$ cat src/rtl/fifo_pkg.sv
// rtl/fifo_pkg.sv - shared defaults, helpers and parameter legality check for fifo_sync
package fifo_pkg;

    localparam int WIDTH_DEF        = 8;
    localparam int DEPTH_LOG2_DEF   = 4;
    localparam int AFULL_LEVEL_DEF  = 8;
    localparam int AEMPTY_LEVEL_DEF = 2;

    function automatic int clog2(input int value);
        int r;
        r = 0;
        for (int v = value - 1; v > 0; v = v >> 1) begin
            r = r + 1;
        end
        return r;
    endfunction

endpackage

`define FIFO_LEVELS_LEGAL(dl2, af, ae) \
    ((dl2) >= 1 && (dl2) <= 10 && (af) >= 1 && (af) <= (1 << (dl2)) && (ae) >= 0 && (ae) < (1 << (dl2)))

$ cat src/rtl/fifo_ram.sv
// rtl/fifo_ram.sv - simple dual-port storage; registered read, combinational under FIFO_FWFT_EN
module fifo_ram #(
    parameter int WIDTH  = 8,
    parameter int ADDR_W = 4
) (
    input  logic              clk,
    input  logic              rst_n,
    input  logic              we,
    input  logic [ADDR_W-1:0] waddr,
    input  logic [WIDTH-1:0]  wdata,
    input  logic              re,
    input  logic [ADDR_W-1:0] raddr,
    output logic [WIDTH-1:0]  rdata
);

    logic [WIDTH-1:0] mem_q [2**ADDR_W];

    always_ff @(posedge clk) begin
        if (we) begin
            mem_q[waddr] <= wdata;
        end
    end

`ifdef FIFO_FWFT_EN
    assign rdata = mem_q[raddr];
`else
    logic [WIDTH-1:0] rdata_q;

    // Only the output register is reset; the array stays reset-free so it can map to RAM.
    always_ff @(posedge clk or negedge rst_n) begin
        if (!rst_n) begin
            rdata_q <= '0;
        end else if (re) begin
            rdata_q <= mem_q[raddr];
        end
    end

    assign rdata = rdata_q;
`endif

endmodule

$ cat src/rtl/fifo_sync.sv
// rtl/fifo_sync.sv - synchronous FIFO with thresholds, flush and sticky errors; FIFO_FWFT_EN selects fall-through reads
module fifo_sync
    import fifo_pkg::*;
#(
    parameter int WIDTH        = WIDTH_DEF,
    parameter int DEPTH_LOG2   = DEPTH_LOG2_DEF,
    parameter int AFULL_LEVEL  = AFULL_LEVEL_DEF,
    parameter int AEMPTY_LEVEL = AEMPTY_LEVEL_DEF
) (
    input  logic                clk,
    input  logic                rst_n,
    input  logic                flush,
    input  logic [WIDTH-1:0]    wrdata,
    input  logic                wr_en,
    output logic [WIDTH-1:0]    rddata,
    input  logic                rd_en,
    output logic                empty,
    output logic                full,
    output logic                almost_full,
    output logic                almost_empty,
    output logic [DEPTH_LOG2:0] count,
    output logic                overflow,
    output logic                underflow
);

    localparam int AW    = DEPTH_LOG2;
    localparam int DEPTH = 1 << AW;

    typedef logic [AW:0] ptr_t;

    localparam ptr_t PTR_ONE = ptr_t'(1);
    localparam ptr_t AF_LVL  = ptr_t'(AFULL_LEVEL);
    localparam ptr_t AE_LVL  = ptr_t'(AEMPTY_LEVEL);

    if (!`FIFO_LEVELS_LEGAL(DEPTH_LOG2, AFULL_LEVEL, AEMPTY_LEVEL)) begin : g_bad_params
        $error("fifo_sync: DEPTH_LOG2 or threshold parameter out of range");
    end

    ptr_t wr_ptr_q, wr_ptr_d;
    ptr_t rd_ptr_q, rd_ptr_d;
    logic overflow_q, overflow_d;
    logic underflow_q, underflow_d;
    logic wr_acc, rd_acc;

    // Extra wrap bit distinguishes full from empty when the low address bits match.
    assign count        = wr_ptr_q - rd_ptr_q;
    assign empty        = (wr_ptr_q == rd_ptr_q);
    assign full         = (wr_ptr_q[AW-1:0] == rd_ptr_q[AW-1:0]) && (wr_ptr_q[AW] != rd_ptr_q[AW]);
    assign almost_full  = (count >= AF_LVL);
    assign almost_empty = (count <= AE_LVL);
    assign overflow     = overflow_q;
    assign underflow    = underflow_q;

    assign wr_acc = wr_en && !full && !flush;
    assign rd_acc = rd_en && !empty && !flush;

    always_comb begin
        wr_ptr_d    = wr_ptr_q;
        rd_ptr_d    = rd_ptr_q;
        overflow_d  = overflow_q;
        underflow_d = underflow_q;
        if (flush) begin
            wr_ptr_d    = '0;
            rd_ptr_d    = '0;
            overflow_d  = 1'b0;
            underflow_d = 1'b0;
        end else begin
            if (wr_acc) wr_ptr_d = wr_ptr_q + PTR_ONE;
            if (rd_acc) rd_ptr_d = rd_ptr_q + PTR_ONE;
            if (wr_en && full)  overflow_d  = 1'b1;
            if (rd_en && empty) underflow_d = 1'b1;
        end
    end

    always_ff @(posedge clk or negedge rst_n) begin
        if (!rst_n) begin
            wr_ptr_q    <= '0;
            rd_ptr_q    <= '0;
            overflow_q  <= 1'b0;
            underflow_q <= 1'b0;
        end else begin
            wr_ptr_q    <= wr_ptr_d;
            rd_ptr_q    <= rd_ptr_d;
            overflow_q  <= overflow_d;
            underflow_q <= underflow_d;
        end
    end

    fifo_ram #(
        .WIDTH  (WIDTH),
        .ADDR_W (AW)
    ) u_ram (
        .clk   (clk),
        .rst_n (rst_n),
        .we    (wr_acc),
        .waddr (wr_ptr_q[AW-1:0]),
        .wdata (wrdata),
        .re    (rd_acc),
        .raddr (rd_ptr_q[AW-1:0]),
        .rdata (rddata)
    );

endmodule
$ cat config.mk
export PLATFORM = sky130hd
export DESIGN_NAME = fifo_sync
export DESIGN_NICKNAME = d
export VERILOG_FILES = /design/src/rtl/fifo_pkg.sv /design/src/rtl/fifo_ram.sv /design/src/rtl/fifo_sync.sv
export SDC_FILE = /design/constraint.sdc
export NUM_CORES = 1
export LEC_CHECK = 0
export ABC_AREA = 0
export BUFFER_PORTS_ARGS = -buffer_cell sky130_fd_sc_hd__buf_2
export CELL_PAD_IN_SITES_DETAIL_PLACEMENT = 2
export CELL_PAD_IN_SITES_GLOBAL_PLACEMENT = 2
export CORE_ASPECT_RATIO = 1.25
export CORE_MARGIN = 5
export CORE_UTILIZATION = 40
export CTS_CLUSTER_DIAMETER = 120
export DETAILED_ROUTE_END_ITERATION = 6
export PLACE_DENSITY = 0.68
export SLEW_MARGIN = 20
export SYNTH_ARGS = -nofsm -noshare
export SYNTH_HDL_FRONTEND = slang
export SYNTH_SLANG_ARGS = --single-unit
$ cat constraint.sdc
create_clock -name clk -period 7 [get_ports clk]
set_input_delay 0.7 -clock clk [delete_from_list [all_inputs] [get_ports clk]]
set_output_delay 0.7 -clock clk [all_outputs]
set_load 0.01 [all_outputs]
==> flow_summary.ini <==
[run_status]
run_status = finished clean

[cells_and_area]
nets = 426
nFillCells = 1394
fin_util = 0.4660
antenna_cells = 0
drive_gt1_frac = 0.2188
area_growth_pct = 14.78

[synth]
yosys-top-cells-count = edfxtp_1 (128), nor2_1 (36), mux2i_1 (34)
syn_inst = 366
syn_area_per_cell_sq_um = 16.59
syn_area_sq_mm = 0.006071
ys_types = 40
ys_seq_elements = 148
ys.flop_type = edfxtp_1
yosys_warnings = 0
yosys.area.top_type = edfxtp_1
async_flop_share = 0.1351
synth-seq-area-share = 0.7156
yosysMostFrequentCell = edfxtp_1
synth_edf_count = 128
ys_top_cells_by_area = edfxtp_1 (63%), dfrtp_1 (8.2%), mux4_2 (5.9%), mux2i_1 (5.6%), nor2_1 (2.2%)
syn_nets = 389
netlist.area_leader.share = 0.6331

[cts]
tritoncts = done
cts_resized = 0
clk_pin_slew_ps = 60
cts_setup_buffers = 0
clkSinkCount = 148
clockBufferDepth = 2
ctsRootBufferMaster = clkbuf_16
numCtsBuffers = 17
clock_latency_ps = 430
postCtsHoldBufs = 0
htree_levels = 4

[critical_path]
arrival_ps = 2930
crit_required_ps = 6300
r2r_start = rd_ptr_q[0]
crit_fanout = 38
critPathCaptureType = output port
critPathKind = reg -> out
rr_worst_depth = 6
critPathLaunchType = flip-flop
startpoint = rd_ptr_q[0]

[sta]
drv_slew = 0
rsz0062_at_grt = false
worst_slew_pin_slew_ps = 990.8
min_period_ps = 3629
fin_skew_ps = 9.346
max_slew_margin = 0.3344
hold_ws_ps = 227.4
finalSetupViolations = 0
setup_slack_ps = 3371
hold_viol = 0
period_share = 0.5185
tns_ps = 0
clock.fmax_mhz = 275.5

[global_routing]
gr-total-overflow = 0
grt_usage = 0.1929
grt_pass1_wl_mm = 24.45
antenna_found_initial = 0
grt_max_degree = 39
grt_pass1_vias = 3753

[routing]
wirelength_mm = 16.05
num_vias = 3341
drtPass1Iterations = 4
wire_per_inst_microns = 26.85
drt_iter0_drc = 257
via_per_inst = 5.587
ant_nets = 0
drc = 0

[power_and_ir_drop]
power_density_mw_per_mm2 = 324.6
p_leak_nw = 2.307
vdd_drop_max_mv = 0.1580
p_total_mw = 2.262

[flow_run]
cap_violations = 0

[worst_hold_path]
min_path_type = in -> async

[place]
place_ws_ps = 3323
port-buffer-count = 31
gp_congestion = 0.8061
dpl.hpwl_mm = 10.79

[die]
die_w_microns = 120.2
core_sq_mm = 0.01495
dieHeight_microns = 147.7
initial_core_util = 0.4060
fp-row-count = 50
ios = 32
dieArea_sq_mm = 0.01776
## cells in the final DEF (no fill, tap or decap), drive strengths merged, types with 8 or more instances in the layout
| master | count |
|---|---|
| nand2 | 14 |
| mux4 | 16 |
| o22ai | 16 |
| edfxtp | 128 |
| buf | 33 |
| a211oi | 10 |
| nor2 | 36 |
| clkbuf | 17 |
| dfrtp | 20 |
| ha | 9 |
| inv | 14 |
| a31oi | 8 |
| mux2i | 34 |
## cell families (layout without fill, tap and decap cells)
logic type                 Yosys count  after routing  synth area share
AOI/OAI and AO/OA                   52             52           0.05606
xor gates and xnor gates            10             10           0.01567
adders and majority gates           10             10           0.02185
buffers and inverters               26             76           0.02308
DFF                                148            148            0.7156
muxes                               51             51            0.1173
and+or+nand+nor                     69             69           0.05050
## registers in the layout, summed over array words and instances, names as in the netlist
register / flops
u_ram.mem_q: 128
u_ram.rdata: 8
rd_ptr_q: 5
wr_ptr_q: 5
overflow: 1
underflow: 1
## critical path: stages (launching register included)
cell	delay, ps
dfrtp_2	340
buf_4	550
ha_1	290
inv_1	60
fa_1	390
a21o_1	180
a21oi_1	170
xnor2_1	180
o211a_1	180
buf_2	130
## power breakdown
part	internal [mW]	switching, mW	total, mW
sequential	0.993	0.0184	1.01
clock	0.527	0.378	0.904
combinational	0.143	0.203	0.346
## through the flow
step	std cells	area, sq um
2_1_floorplan	366	6071
3_3_place_gp	566	6372
3_5_place_dp	566	6372
4_1_cts	598	6954
5_1_grt	598	6968
6_report	598	6968
## worst paths after layout
path / end / slack, ps
max: almost_empty / 3370
min: rd_ptr_q[2] / 230
max reg2reg: u_ram.mem_q[0][2] / 3440
min reg2reg: underflow / 500
max in group asynchronous: rd_ptr_q[0] / 6410
min in group clk: underflow / 500
## layout make-up
class	instances	area, sq um	share of cell area
sequential	148	4347	0.6238
multi-input combinational	192	1600	0.2297
clock buffer	17	425.4	0.06105
tap	182	227.7	0.03268
timing repair buffer	33	170.2	0.02442
clock inverter	15	156.4	0.02245
inverter	11	41.29	0.005926
## per-layer routing
layer,global-route usage,wire [microns],vias up
met2,0.3173,7958,82
met5,0,0,-
met4,0.06361,275,0
met1,0.2528,7175,1741
met3,0.04592,645,22
li1,-,-,1496
(Power assumes the default switching activity.)
